### config.mk
export PLATFORM = sky130hd
export DESIGN_NAME = inst_fetch_seq
export DESIGN_NICKNAME = d
export VERILOG_FILES = /design/src/rtl/inst_fetch_seq.sv
export SDC_FILE = /design/constraint.sdc
export NUM_CORES = 1
export LEC_CHECK = 0
export ABC_AREA = 1
export CAP_MARGIN = 20
export CORE_MARGIN = 3
export CORE_UTILIZATION = 50
export DETAILED_ROUTE_END_ITERATION = 12
export GPL_TIMING_DRIVEN = 0
export PLACE_DENSITY = 0.87
export SLEW_MARGIN = 20
export SYNTH_ARGS = -nofsm -noshare
export SYNTH_HDL_FRONTEND = slang
export SYNTH_SLANG_ARGS = --single-unit
export TNS_END_PERCENT = 20
### constraint.sdc
create_clock -name CLK -period 3.63 [get_ports CLK]
set_input_delay 0.726 -clock CLK [delete_from_list [all_inputs] [get_ports CLK]]
set_output_delay 0.726 -clock CLK [all_outputs]
set_load 0.01 [all_outputs]
### src/rtl/inst_fetch_seq.sv
// inst_fetch_seq: instruction fetch sequencer.
//
// Walks a program counter and fetches one word at a time from program memory
// over a req/ack handshake. Fetched words go into a small prefetch FIFO and are
// offered to the CPU with a valid/ready handshake. The CPU can redirect the PC
// (branch) or hold off new fetches (halt).
//
// Ports:
//   CLK, Reset            clock, asynchronous active-high reset
//   mem_req/mem_addr      fetch request; address stable while mem_req is high
//   mem_ack/mem_rdata     one-cycle acknowledge with data in the same cycle
//   Inst/inst_pc          FIFO head word and its address (0 when empty)
//   inst_valid/inst_ready CPU handshake; pop on valid & ready
//   redirect/redirect_addr  one-cycle branch; flushes the FIFO, retargets PC
//   halt                  level; blocks new requests only
//   busy                  a memory request is outstanding
//   stall_cnt             (optional) cycles the CPU was ready but starved
//
// Optional feature macro: INST_FETCH_STALL_CNT_EN adds the stall_cnt output.
module inst_fetch_seq #(
  parameter int unsigned        ADDR_W   = 8,
  parameter int unsigned        DEPTH    = 2,
  parameter logic [ADDR_W-1:0]  RESET_PC = '0
) (
  input  logic              CLK,
  input  logic              Reset,
  output logic              mem_req,
  output logic [ADDR_W-1:0] mem_addr,
  input  logic              mem_ack,
  input  logic [31:0]       mem_rdata,
  output logic [31:0]       Inst,
  output logic [ADDR_W-1:0] inst_pc,
  output logic              inst_valid,
  input  logic              inst_ready,
  input  logic              redirect,
  input  logic [ADDR_W-1:0] redirect_addr,
  input  logic              halt,
  output logic              busy
`ifdef INST_FETCH_STALL_CNT_EN
  ,
  output logic [15:0]       stall_cnt
`endif
);

  localparam int unsigned PtrW = $clog2(DEPTH);
  localparam logic [PtrW:0] DepthC = (PtrW+1)'(DEPTH);

  localparam logic [1:0] StRun   = 2'd0;
  localparam logic [1:0] StWait  = 2'd1;
  localparam logic [1:0] StFlush = 2'd2;  // request in flight whose data must be dropped

  logic [1:0]        state_q, state_d;
  logic              mem_req_q, mem_req_d;
  logic [ADDR_W-1:0] mem_addr_q, mem_addr_d;
  logic [ADDR_W-1:0] fetch_pc_q, fetch_pc_d;

  logic [31:0]       fifo_data_q [DEPTH];
  logic [ADDR_W-1:0] fifo_pc_q   [DEPTH];
  logic [PtrW-1:0]   wr_ptr_q, wr_ptr_d;
  logic [PtrW-1:0]   rd_ptr_q, rd_ptr_d;
  logic [PtrW:0]     count_q, count_d;

  logic push, pop, flush;

  // Fetch control
  always_comb begin
    state_d    = state_q;
    mem_req_d  = mem_req_q;
    mem_addr_d = mem_addr_q;
    fetch_pc_d = fetch_pc_q;
    push       = 1'b0;
    flush      = 1'b0;
    if (redirect) begin
      flush      = 1'b1;
      fetch_pc_d = redirect_addr;
      if (state_q != StRun) begin
        if (mem_ack) begin
          // Data arriving with the redirect belongs to the old path.
          mem_req_d = 1'b0;
          state_d   = StRun;
        end else begin
          // Keep the handshake alive; the late data is dropped in StFlush.
          state_d = StFlush;
        end
      end
    end else begin
      case (state_q)
        StRun: begin
          if (!halt && (count_q < DepthC)) begin
            mem_req_d  = 1'b1;
            mem_addr_d = fetch_pc_q;
            state_d    = StWait;
          end
        end
        StWait: begin
          if (mem_ack) begin
            push       = 1'b1;
            fetch_pc_d = fetch_pc_q + ADDR_W'(1);
            mem_req_d  = 1'b0;
            state_d    = StRun;
          end
        end
        StFlush: begin
          if (mem_ack) begin
            mem_req_d = 1'b0;
            state_d   = StRun;
          end
        end
        default: begin
          mem_req_d = 1'b0;
          state_d   = StRun;
        end
      endcase
    end
  end

  assign pop = inst_valid && inst_ready && !redirect;

  // FIFO pointers and occupancy
  always_comb begin
    wr_ptr_d = wr_ptr_q;
    rd_ptr_d = rd_ptr_q;
    count_d  = count_q;
    if (flush) begin
      wr_ptr_d = '0;
      rd_ptr_d = '0;
      count_d  = '0;
    end else begin
      if (push) wr_ptr_d = wr_ptr_q + PtrW'(1);
      if (pop)  rd_ptr_d = rd_ptr_q + PtrW'(1);
      case ({push, pop})
        2'b10:   count_d = count_q + (PtrW+1)'(1);
        2'b01:   count_d = count_q - (PtrW+1)'(1);
        default: count_d = count_q;
      endcase
    end
  end

  always_ff @(posedge CLK or posedge Reset) begin
    if (Reset) begin
      state_q    <= StRun;
      mem_req_q  <= 1'b0;
      mem_addr_q <= RESET_PC;
      fetch_pc_q <= RESET_PC;
      wr_ptr_q   <= '0;
      rd_ptr_q   <= '0;
      count_q    <= '0;
    end else begin
      state_q    <= state_d;
      mem_req_q  <= mem_req_d;
      mem_addr_q <= mem_addr_d;
      fetch_pc_q <= fetch_pc_d;
      wr_ptr_q   <= wr_ptr_d;
      rd_ptr_q   <= rd_ptr_d;
      count_q    <= count_d;
    end
  end

  // Storage needs no reset: contents are masked by count_q.
  always_ff @(posedge CLK) begin
    if (push) begin
      fifo_data_q[wr_ptr_q] <= mem_rdata;
      fifo_pc_q[wr_ptr_q]   <= mem_addr_q;
    end
  end

  assign mem_req    = mem_req_q;
  assign mem_addr   = mem_addr_q;
  assign busy       = (state_q != StRun);
  assign inst_valid = (count_q != '0);
  assign Inst       = inst_valid ? fifo_data_q[rd_ptr_q] : 32'h0;
  assign inst_pc    = inst_valid ? fifo_pc_q[rd_ptr_q] : '0;

`ifdef INST_FETCH_STALL_CNT_EN
  logic [15:0] stall_cnt_q, stall_cnt_d;

  always_comb begin
    stall_cnt_d = stall_cnt_q;
    if (redirect) begin
      stall_cnt_d = 16'h0;
    end else if (inst_ready && !inst_valid && (stall_cnt_q != 16'hFFFF)) begin
      stall_cnt_d = stall_cnt_q + 16'd1;
    end
  end

  always_ff @(posedge CLK or posedge Reset) begin
    if (Reset) begin
      stall_cnt_q <= 16'h0;
    end else begin
      stall_cnt_q <= stall_cnt_d;
    end
  end

  assign stall_cnt = stall_cnt_q;
`endif

endmodule

==> results of run 1 <==
## flip-flops by register name (all words and copies together) (netlist names)
register	flops
wr_ptr_q	1
count_q	2
rd_ptr_q	1
fetch_pc_q	8
mem_req	1
state_q	2
fifo_data_q	64
mem_addr	8
fifo_pc_q	16
## critical path: cells and delay by family, from the launching register on
kind,cells,cell delay [ns]
and+or+nand+nor,1,0.10
DFF,1,0.37
AOI/OAI and AO/OA,1,0.15
buffers and inverters,4,1.11
## metrics by stage
step                area, sq um  hold slack [ns]  cells  power (uW)
finish                     5598           0.5154    591        3268
global route               5598           0.5322    591        3453
CTS                        5598           0.5130    591        3285
detailed placement         5386           0.4937    575        2558
global placement           5324           0.4841    573        2505
floorplan                  4235           0.4675    375        2041
## power breakdown
group	internal [uW]	switching (uW)	total (uW)
sequential	1430	110	1540
combinational	464	523	987
clock	334	403	737
## area by class of cell
| class | count | area, sq um |
|---|---|---|
| flip-flops and latches | 103 | 2978 |
| fillers | 570 | 2370 |
| multi-input cells | 229 | 1087 |
| repair buffers | 98 | 1008 |
| well taps | 102 | 127.6 |
| clock buffers | 9 | 123.9 |
| inverters | 28 | 105.1 |
| clock inverters | 7 | 87.58 |
| plain buffers | 15 | 80.08 |
## synth_stat cells (all sizes together)
cell type	number	area share, %
a21oi	45	5.4
buf	14	1.8
clkbuf	1	0.089
dfrtp	23	14
edfxtp	80	57
ha	4	1.2
inv	28	2.5
nand2	133	12
nand3	9	1.1
nand4	1	0.15
nor2	10	0.95
nor3	1	0.24
o211ai	2	0.35
o21ai	16	2.5
o21bai	3	0.53
o221ai	1	0.21
xnor2	1	0.21
xor2	3	0.62
## worst paths after layout
path	startpoint	to	cells past startpoint
max in group asynchronous	Reset	mem_addr[4]	2
hold reg to reg	state_q[1]	state_q[1]	2
hold / removal	state_q[1]	state_q[1]	2
setup / recovery	rd_ptr_q	inst_pc[6]	6
min in group asynchronous	Reset	fetch_pc_q[1]	2
setup reg to reg	state_q[1]	fifo_data_q[1][12]	7
## layout by cell type (no fill, tap or decap), types with 8 or more instances in the layout
cell,count
inv_1,26
buf_2,13
nand2_1,131
dfrtp_1,23
o21ai_0,8
edfxtp_1,80
clkdlybuf4s50_1,96
clkbuf_8,9
nand3_1,9
a21oi_1,44
## logic make-up (layout without fill, tap and decap cells)
kind of cell	count (synthesis)	after routing	synth area share [%]
fa+ha+maj	4	4	1.182
compound gates	67	67	9.010
flops	103	103	70.31
simple gates	154	154	14.30
xor+xnor	4	4	0.8273
buf+inv	43	157	4.372
## layer usage
layer / track usage (%) / vias to the layer above / routed length [um]
met5: 0 / - / 0
met2: 32.77 / 110 / 4558
met1: 23.43 / 1470 / 3676
met4: 7.774 / 0 / 151
met3: 3.357 / 16 / 610
li1: - / 1480 / -
==> impl_metrics.env, run 1 <==
export IMPL_status="complete, no violations"
export IMPL_clock_latency_ns=0.36
export IMPL_fin_tns_setup_ns=0
export IMPL_antenna_found_initial=0
export IMPL_synth_avg_cell_area_sq_um=11.29
export IMPL_netlist_area_sq_um=4235
export IMPL_port_buffers=96
export IMPL_ir_worst_vdd_mv=0.3139
export IMPL_grt_max_degree=26
export IMPL_std_cell_rows=32
export IMPL_initial_utilization_pct=53.16
export IMPL_finalHoldViolCount=0
export IMPL_max_freq_mhz=356.9
export IMPL_powerDensity_nw_per_um2=583.8
export IMPL_gp_congestion=0.8857
export IMPL_cp_required_ns=2.90
export IMPL_cts_resized=0
export IMPL_ios=97
export IMPL_synth_cells=375
export IMPL_grt_pass1_vias=3079
export IMPL_ys_ff_latch=103
export IMPL_die_h_um=98.04
export IMPL_vias=3076
export IMPL_yosysUniqueCellTypes=25
export IMPL_post_cts_setup_buffers=0
export IMPL_drv_slew=0
export IMPL_via_per_inst=5.205
export IMPL_dieArea_sq_um=9611
export IMPL_cts_clk_slew_worst_paths_ns=0.10
export IMPL_root_buffer="clkbuf_8"
export IMPL_period_needed_ns=2.802
export IMPL_clock_skew_ns=0.01426
export IMPL_drc_errors=0
export IMPL_finalCritPeriodShare_pct=77.19
export IMPL_grt_first_pass_wirelength_um=14410
export IMPL_yosysSeqAreaShare_pct=70.31
export IMPL_dr_pass1_iters=4
export IMPL_end_kind="output port"
export IMPL_holdBufCountCts=0
export IMPL_setup_viol=0
export IMPL_numCtsBuffers=9
export IMPL_yosysWarningCount=0
export IMPL_overflow=0
export IMPL_avgRoutedWirePerCell_um=15.22
export IMPL_dp_hpwl_um=6516
export IMPL_slowest_delay_ns=0.58
export IMPL_critical_path_class="register to output port"
export IMPL_slew_headroom_pct=43.31
export IMPL_ant_nets=0
export IMPL_cpMaxStageDelayCell="clkdlybuf4s50_1"
export IMPL_drt_total_wl_um=8996
export IMPL_clock_sinks=103
export IMPL_layout_setup_ws_ns=0.8281
export IMPL_synth_nets=425
export IMPL_hold_path_class="register to register"
export IMPL_rsz0062_at_grt="false"
export IMPL_cts_buffer_depth=2
export IMPL_r2r_slack_ns=1.46
export IMPL_max_cap_violations=0
export IMPL_startpoint_type="register"
export IMPL_drive_above_1_share_pct=9.816
export IMPL_p_leak_uw=0.002178
export IMPL_finish_utilization_pct=70.26
export IMPL_drtIter0Drc=138
export IMPL_coreArea_sq_um=7968
export IMPL_place_ws_ns=0.8038
export IMPL_path_cells="clkbuf_1 -> inv_2 -> buf_2 -> nand2_1 -> a21oi_1 -> clkdlybuf4s50_1"
export IMPL_track_usage_pct=18.91
export IMPL_cts_htree_levels=3
export IMPL_die_width_um=98.04
export IMPL_fin_nets=534
export IMPL_path_max_fanout=10
export IMPL_antenna_cells=0
export IMPL_cts_tree="yes"
export IMPL_max_slew_worst_pin_slew_ns=0.8494
export IMPL_area_delta_synth_final_pct=32.17
export IMPL_cp_data_arrival_time_ns=2.08
(Power assumes the default switching activity.)
==> inputs of run 2 (changes only) <==
==> constraint.sdc (replaced) <==
create_clock -name CLK -period 2.6 [get_ports CLK]
set_input_delay 0.52 -clock CLK [delete_from_list [all_inputs] [get_ports CLK]]
set_output_delay 0.52 -clock CLK [all_outputs]
set_load 0.01 [all_outputs]
==> impl_metrics.env, run 2 (same netlist as run 1, synthesis figures left out) <==
export IMPL_max_slew_worst_pin_slew_ns=0.9060
export IMPL_grt_first_pass_wirelength_um=14370
export IMPL_via_per_inst=5.068
export IMPL_drv_slew=0
export IMPL_p_leak_uw=0.002249
export IMPL_clock_sinks=103
export IMPL_largest_register="fifo_data_q"
export IMPL_end_kind="output port"
export IMPL_fillers=579
export IMPL_finalCritPeriodShare_pct=95.50
export IMPL_die_width_um=98.04
export IMPL_grt_pass1_vias=2975
export IMPL_cp_top_family="buffers and inverters"
export IMPL_top_regs="fifo_data_q: 64 flops, fifo_pc_q: 16 flops"
export IMPL_ir_worst_vdd_mv=0.4200
export IMPL_setup_viol=0
export IMPL_path_max_fanout=10
export IMPL_drt_total_wl_um=8992
export IMPL_slowest_delay_ns=0.57
export IMPL_cp_required_ns=2.08
export IMPL_clock_skew_ns=0.007595
export IMPL_area_delta_synth_final_pct=33.23
export IMPL_dp_hpwl_um=6450
export IMPL_drc_errors=0
export IMPL_hold_slack_ns=0.5217
export IMPL_numCtsBuffers=9
export IMPL_hold_path_class="register to register"
export IMPL_cpMaxStageDelayCell="clkdlybuf4s50_1"
export IMPL_coreArea_sq_um=7968
export IMPL_antenna_cells=0
export IMPL_cts_buffer_depth=2
export IMPL_largest_reg_flops=64
export IMPL_place_area_sq_um=5394
export IMPL_final_cell_area_sq_um=5643
export IMPL_cts_tree="yes"
export IMPL_max_freq_mhz=402.8
export IMPL_grt_max_degree=24
export IMPL_r2r_slack_ns=0.41
export IMPL_path_cells="inv_2 -> buf_4 -> nand2_1 -> a21oi_1 -> clkdlybuf4s50_1"
export IMPL_place_ws_ns=-0.07733
export IMPL_drtIter0Drc=152
export IMPL_critical_path_class="register to output port"
export IMPL_vias=3000
export IMPL_rsz0062_at_grt="false"
export IMPL_initial_utilization_pct=53.16
export IMPL_startpoint_type="register"
export IMPL_dieArea_sq_um=9611
export IMPL_drive_above_1_share_pct=10.41
export IMPL_crit_buf_inv=3
export IMPL_placed_cells=575
export IMPL_fin_nets=535
export IMPL_layout_setup_ws_ns=0.1171
export IMPL_std_cell_rows=32
export IMPL_dr_pass1_iters=7
export IMPL_track_usage_pct=19.13
export IMPL_max_cap_violations=0
export IMPL_status="complete, no violations"
export IMPL_port_buffers=96
export IMPL_avgRoutedWirePerCell_um=15.19
export IMPL_slew_headroom_pct=39.53
export IMPL_finalHoldViolCount=0
export IMPL_antenna_found_initial=0
export IMPL_die_h_um=98.04
export IMPL_clock_latency_ns=0.36
export IMPL_overflow=0
export IMPL_cp_data_arrival_time_ns=1.96
export IMPL_ant_nets=0
export IMPL_ios=97
export IMPL_cts_htree_levels=3
export IMPL_stdcell_count=592
export IMPL_root_buffer="clkbuf_8"
export IMPL_gp_congestion=0.8539
export IMPL_finish_utilization_pct=70.82
export IMPL_cts_clk_slew_worst_paths_ns=0.10
export IMPL_layout_common_cells="nand2_1 (131), clkdlybuf4s50_1 (92), edfxtp_1 (80)"
export IMPL_period_needed_ns=2.483
export IMPL_final_common_cell="nand2_1"
export IMPL_powerDensity_nw_per_um2=812.8
[run 2: changes by cell type in the layout (fill, tap and decap cells not counted), sizes merged]
cell and change:
inv +1, clkinvlp +1, clkinv -2, clkbuf +1, dlygate4sd2 +1, dlymetal6s2s +3
clkdlybuf4s50 -4
[run 2: final timing paths]
check	start	depth (start not counted)	to
worst max-delay path	rd_ptr_q	5	Inst[15]
max in group asynchronous	Reset	2	rd_ptr_q
worst min register to register	mem_addr[7]	0	fifo_pc_q[1][7]
worst min-delay path	mem_addr[7]	0	fifo_pc_q[1][7]
min in group asynchronous	Reset	2	fetch_pc_q[6]
worst max register to register	state_q[1]	7	fifo_data_q[0][6]
[run 2: routing by layer]
metal | vias to the layer above | global-route usage, % | part of all wire [%]
li1 | 1482 | - | -
met1 | 1412 | 24.11 | 42
met2 | 95 | 33.77 | 51
met3 | 11 | 3.143 | 5.8
met4 | 0 | 6.070 | 1.0
met5 | - | 0 | 0
[run 2: what timing repair did]
item,in CTS,in global routing
hold endpoints to repair,0,0
resized for setup,6,6
setup endpoints to repair,16,37
setup buffers,0,2
hold buffers,0,0
[run 2: worst reg2reg max path: stages (launching register included)]
cell and delay [ns]:
dfrtp_1 0.41, inv_1 0.08, ha_1 0.14, nand2_1 0.08, inv_1 0.08, nand2_1 0.23
nor2_4 0.62, buf_16 0.26
[run 2: cell type report]
type                            count  area [sq um]  area share, %
Clock buffer                        9         123.9          2.195
Timing Repair Buffer              100          1037          18.38
Multi-Input combinational cell    229          1092          19.36
Buffer                             14         91.34          1.619
Sequential cell                   103          2979          52.79
Clock inverter                      7         86.33          1.530
Tap cell                          102         127.6          2.262
Inverter                           28         105.1          1.863
[run 2: power breakdown]
part | switching [uW] | leakage (uW) | total, uW | internal (uW)
combinational | 731 | 0.00113 | 1390 | 664
sequential | 154 | 0.00101 | 2160 | 2000
clock | 569 | 0.000104 | 1040 | 467
total | 1450 | 0.00225 | 4590 | 3130
[run 2: through the flow]
stage	TNS (ns)	total power, uW
final	0	4587
after global routing	0	4839
after CTS	-0.001334	4601
after detailed placement	-2.050	3573
after global placement	-105.23	3498
after floorplan	-15.39	2850
